==> config.mk <==
export PLATFORM = sky130hd
export DESIGN_NAME = pll_reset_gen
export DESIGN_NICKNAME = d
export VERILOG_FILES = /design/src/rtl/pll_reset_gen.sv
export SDC_FILE = /design/constraint.sdc
export NUM_CORES = 1
export LEC_CHECK = 0
export BUFFER_PORTS_ARGS = -buffer_cell sky130_fd_sc_hd__buf_2
export CAP_MARGIN = 20
export CORE_ASPECT_RATIO = 1.75
export CORE_MARGIN = 10
export CORE_UTILIZATION = 25
export CTS_BUF_LIST = sky130_fd_sc_hd__clkbuf_8
export DETAILED_ROUTE_END_ITERATION = 12
export SLEW_MARGIN = 20
export SYNTH_ARGS = -nofsm -noshare
export SYNTH_HDL_FRONTEND = slang
export SYNTH_SLANG_ARGS = --single-unit
export TNS_END_PERCENT = 5
==> constraint.sdc <==
create_clock -name clock -period 2.3 [get_ports clock]
set_input_delay 0.575 -clock clock [delete_from_list [all_inputs] [get_ports clock]]
set_output_delay 0.575 -clock clock [all_outputs]
set_load 0.005 [all_outputs]
==> src/rtl/pll_reset_gen.sv <==
// PLL reset generator: synchronizes the PLL lock flag, holds downstream reset until
// lock has been stable for STABLE_CYCLES clocks, and records lock-loss events.
module pll_reset_gen #(
  parameter int STABLE_CYCLES = 1024,
  parameter int SYNC_STAGES   = 2,
  parameter int LOSS_WIDTH    = 8
) (
  input  logic                  clock,
  input  logic                  reset_n,
  input  logic                  locked,
  input  logic                  clear_status,
  output logic                  sys_reset_n,
  output logic                  ready,
  output logic                  lock_lost,
  output logic [LOSS_WIDTH-1:0] loss_count,
  output logic [1:0]            state_dbg
);

  localparam int CNT_W = (STABLE_CYCLES > 2) ? $clog2(STABLE_CYCLES) : 1;
  localparam logic [CNT_W-1:0]      CNT_LAST = CNT_W'(STABLE_CYCLES - 1);
  localparam logic [LOSS_WIDTH-1:0] LOSS_MAX = {LOSS_WIDTH{1'b1}};

  typedef enum logic [1:0] {
    WAIT_LOCK = 2'd0,
    STABILIZE = 2'd1,
    RUN       = 2'd2
  } state_t;

  state_t                  state_q, state_d;
  logic [CNT_W-1:0]        cnt_q, cnt_d;
  logic [SYNC_STAGES-1:0]  sync_q;
  logic                    locked_sync;
  logic                    loss_event;
  logic                    lock_lost_d;
  logic [LOSS_WIDTH-1:0]   loss_count_d;

  // locked is asynchronous to clock; only the last synchronizer flop is used.
  always_ff @(posedge clock or negedge reset_n) begin
    if (!reset_n) sync_q <= '0;
    else          sync_q <= {sync_q[SYNC_STAGES-2:0], locked};
  end

  assign locked_sync = sync_q[SYNC_STAGES-1];
  assign loss_event  = (state_q == RUN) && !locked_sync;

  always_comb begin
    state_d = state_q;
    cnt_d   = '0;
    case (state_q)
      WAIT_LOCK: if (locked_sync) state_d = STABILIZE;
      STABILIZE: begin
        if (!locked_sync)            state_d = WAIT_LOCK;
        else if (cnt_q == CNT_LAST)  state_d = RUN;
        else                         cnt_d   = cnt_q + 1'b1;
      end
      RUN:       if (!locked_sync) state_d = WAIT_LOCK;
      default:   state_d = WAIT_LOCK;
    endcase
  end

  // A loss event takes precedence over a coincident clear.
  always_comb begin
    lock_lost_d  = lock_lost;
    loss_count_d = loss_count;
    if (loss_event) begin
      lock_lost_d  = 1'b1;
      if (clear_status)             loss_count_d = LOSS_WIDTH'(1);
      else if (loss_count != LOSS_MAX) loss_count_d = loss_count + 1'b1;
    end else if (clear_status) begin
      lock_lost_d  = 1'b0;
      loss_count_d = '0;
    end
  end

  // sys_reset_n/ready are registered from next-state so they move with the state.
  always_ff @(posedge clock or negedge reset_n) begin
    if (!reset_n) begin
      state_q     <= WAIT_LOCK;
      cnt_q       <= '0;
      sys_reset_n <= 1'b0;
      ready       <= 1'b0;
      lock_lost   <= 1'b0;
      loss_count  <= '0;
    end else begin
      state_q     <= state_d;
      cnt_q       <= cnt_d;
      sys_reset_n <= (state_d == RUN);
      ready       <= (state_d == RUN);
      lock_lost   <= lock_lost_d;
      loss_count  <= loss_count_d;
    end
  end

  assign state_dbg = state_q;

endmodule

==> results.md <==
- Die H: 109 µm
- Initial drt markers: 10
- Layout cell share with drive strength beyond 1: 0.179
- Hold Vio Cnt, Final: 0
- Critical path arrival: 1.89 ns
- DRT Wirelength: 2380 µm
- Cts repair resizes: 0
- Total die area: 7670 µm²
- Setup-failing EPs final: 0
- Root buffer cell: clkbuf_8
- Gr ovfl total: 0
- CTS tree: yes
- Reg power frac: 0.523
- Class of the worst hold path: in2async
- Setup Buffers After CTS: 0
- Core area: 4360 µm²
- Slew Viols, Final: 0
- Endpoint class of the critical path: flop
- TritonCTS Buffers: 3
- H-tree depth: 1
- Synth Net Count: 112
- Sequential cell area: 601 µm²
- CP Launch Type: flop
- Area delta synth->final: 17.7%
- Status: complete, no violations
- Final Util: 0.302
- Yosys reg bits: 24
- Worst slew pin tran: 0.537 ns
- Avg Inst Size Synth: 10.6 µm²
- Yosys warns: 0
- Maximum vdd drop: 438 µV
- Final ANT Viol Nets: 0
- Switching power: 0.000159 W
- Combinational share of power: 0.026
- Hold_buf cts: 0
- Rel. slew slack: 0.642
- Worst skew pair latency: 0.27 ns
- First-pass GRT wire length: 4260 µm
- CTS clk-pin slew, worst paths: 0.09 ns
- Die width: 70.6 µm
- DR pass1 iterations: 4
- TNS Setup: 0 ns
- Final GP Congestion: 0.783
- F_max: 594 MHz
- Max Root-Sink Buffers: 2
- RSZ-0062 raised after global routing: no
- Io pins: 17
- Worst Skew: 0.00905 ns
- Fin crit period: 1.68 ns
- Final Cycle Share: 0.732
- Post-synth cell types: 32
- DRC violations left: 0
- Sw Share: 0.193
- Dpl cells: 170
- Initial antenna violation count: 0
- # nets final: 130
- Leak pwr: 0.604 nW
- Port Buf Inserts: 16
- Worst Setup Path Type: reg2reg
- Vias in the first global route: 943
- Site Rows: 32
- Cells after Synth: 106
- Clk pwr share: 0.451
- Max_cap viols: 0
- Largest net degree at the start of global routing: 25
- Multi-input logic area: 489 µm²
- Mapped Area: 1120 µm²
- CP Data Required Time: 2.50 ns
- Post-route insts no fill: 174
- Area of placed instances: 1250 µm²
- Fill cells: 449
- CTS Sinks: 24
- Post-route cell area: 1320 µm²
- Int Power: 0.000664 W
- Drt wl/cell: 13.7 µm
- Post-synthesis sequential area ratio: 0.536
- GRT Resource Usage Total: 0.0669
- Avg Vias per Cell: 4.99
- Pwr/cell area: 623 nW/µm²
- WHS: 0.274 ns
- Largest fanout on the critical path: 8
- Initial cell density of the core: 0.257
- Via count: 869
- Diode count: 0
- DPL Wire Length: 1860 µm
## per-stage QoR
stage / setup WS [ns] / power [W]
5_1_grt: 0.412 / 0.000854
3_5_place_dp: 0.637 / 0.000462
4_1_cts: 0.607 / 0.000835
2_1_floorplan: 0.725 / 0.000446
6_report: 0.616 / 0.000823
3_3_place_gp: 0.719 / 0.000460
## cell families after synthesis
family                   count (synthesis)  share of synthesized area
AND/OR/NAND/NOR                         45                      0.227
adder cells (fa/ha/maj)                  2                     0.0223
multiplexers                             2                     0.0179
XOR/XNOR                                 8                     0.0625
buffers and inverters                    7                     0.0279
AO/OA/AOI/OAI                           18                      0.107
flip-flops                              24                      0.536
## Yosys cell counts, drive strengths merged
| cell | number | area [µm²] |
|---|---|---|
| mux2i | 2 | 20.0 |
| nand3 | 6 | 30.0 |
| ha | 2 | 25.0 |
| o311ai | 1 | 8.76 |
| nand2b | 3 | 18.8 |
| a311oi | 3 | 26.3 |
| and3 | 1 | 6.26 |
| o21ai | 6 | 30.0 |
| or3b | 1 | 8.76 |
| buf | 3 | 16.3 |
| a41oi | 1 | 8.76 |
| nor3 | 1 | 5.00 |
| dfrtp | 24 | 601 |
| nor2 | 15 | 56.3 |
| nand3b | 2 | 15.0 |
| nor3b | 1 | 12.5 |
| xor2 | 7 | 61.3 |
| nand2 | 6 | 22.5 |
| a31oi | 1 | 6.26 |
| inv | 4 | 15.0 |
| a21oi | 2 | 10.0 |
| and4 | 3 | 26.3 |
| nand4 | 3 | 18.8 |
| nor4 | 2 | 27.5 |
| xnor2 | 1 | 8.76 |
| or3 | 1 | 6.26 |
| a211oi | 2 | 15.0 |
| o211ai | 2 | 15.0 |
## layout by cell type, fill, tap and decap left out
cell type   n
o211ai_1    2
nor3_1      1
and3_1      1
o21ai_0     5
nand2b_1    3
xor2_1      7
inv_1       4
mux2i_1     2
nor4_4      1
bufinv_16   1
nand3b_1    2
a311oi_1    3
a21oi_1     2
a41oi_1     1
xnor2_1     1
or3b_1      1
buf_2      16
nor3b_2     1
clkbuf_8    3
o21ai_1     1
and4_1      3
nor4_1      1
dfrtp_1    24
or3_1       1
ha_1        2
nand2_1     6
nand4_1     3
o311ai_1    1
nand3_1     6
nor2_1     15
a211oi_1    2
a31oi_1     1
## power by group through the flow
stage	registers [W]	clock network, W	logic, W
2_1_floorplan	0.000438	0	0.00000834
3_3_place_gp	0.000438	0	0.0000220
3_5_place_dp	0.000439	0	0.0000228
4_1_cts	0.000430	0.000382	0.0000227
6_report	0.000430	0.000371	0.0000217
5_1_grt	0.000431	0.000397	0.0000256
## sequential cells by signal (all words and copies together) (netlist names)
name	count
cnt_q	10
ready	1
sync_q	2
lock_lost	1
loss_count	8
state_dbg	2
## worst paths after layout
check	to	slack, ns	depth (start not counted)	from
worst max-delay path	loss_count[5]$_DFFE_PN0P_	0.62	5	loss_count[0]$_DFFE_PN0P_
worst min-delay path	cnt_q[6]$_DFF_PN0_	0.27	1	reset_n
worst max register to register	loss_count[5]$_DFFE_PN0P_	0.62	5	loss_count[0]$_DFFE_PN0P_
worst min register to register	sync_q[1]$_DFF_PN0_	0.39	0	sync_q[0]$_DFF_PN0_
max in group asynchronous	lock_lost$_DFFE_PN0P_	1.66	1	reset_n
min in group clock	sync_q[1]$_DFF_PN0_	0.39	0	sync_q[0]$_DFF_PN0_
## layer usage
metal / vias up / wire, µm / GRT usage
li1: 412 / - / -
met1: 428 / 947 / 0.0700
met2: 25 / 1270 / 0.119
met3: 4 / 136 / 0.0239
met4: 0 / 28 / 0.0264
met5: - / 0 / 0
## cell type report
class,instances,area share
well taps,51,0.0483
inverters,4,0.0114
repair buffers,16,0.0607
clock inverters,1,0.0227
multi-input cells,75,0.371
flip-flops and latches,24,0.455
clock buffers,3,0.0313
## worst max-delay path, stage by stage (launching register included)
cell and delay (ns):
dfrtp_1 0.43, ha_1 0.24, nand3_1 0.23, o21ai_1 0.19
or3_1 0.38, a21oi_1 0.14
Power figures use the tool's default switching activity.
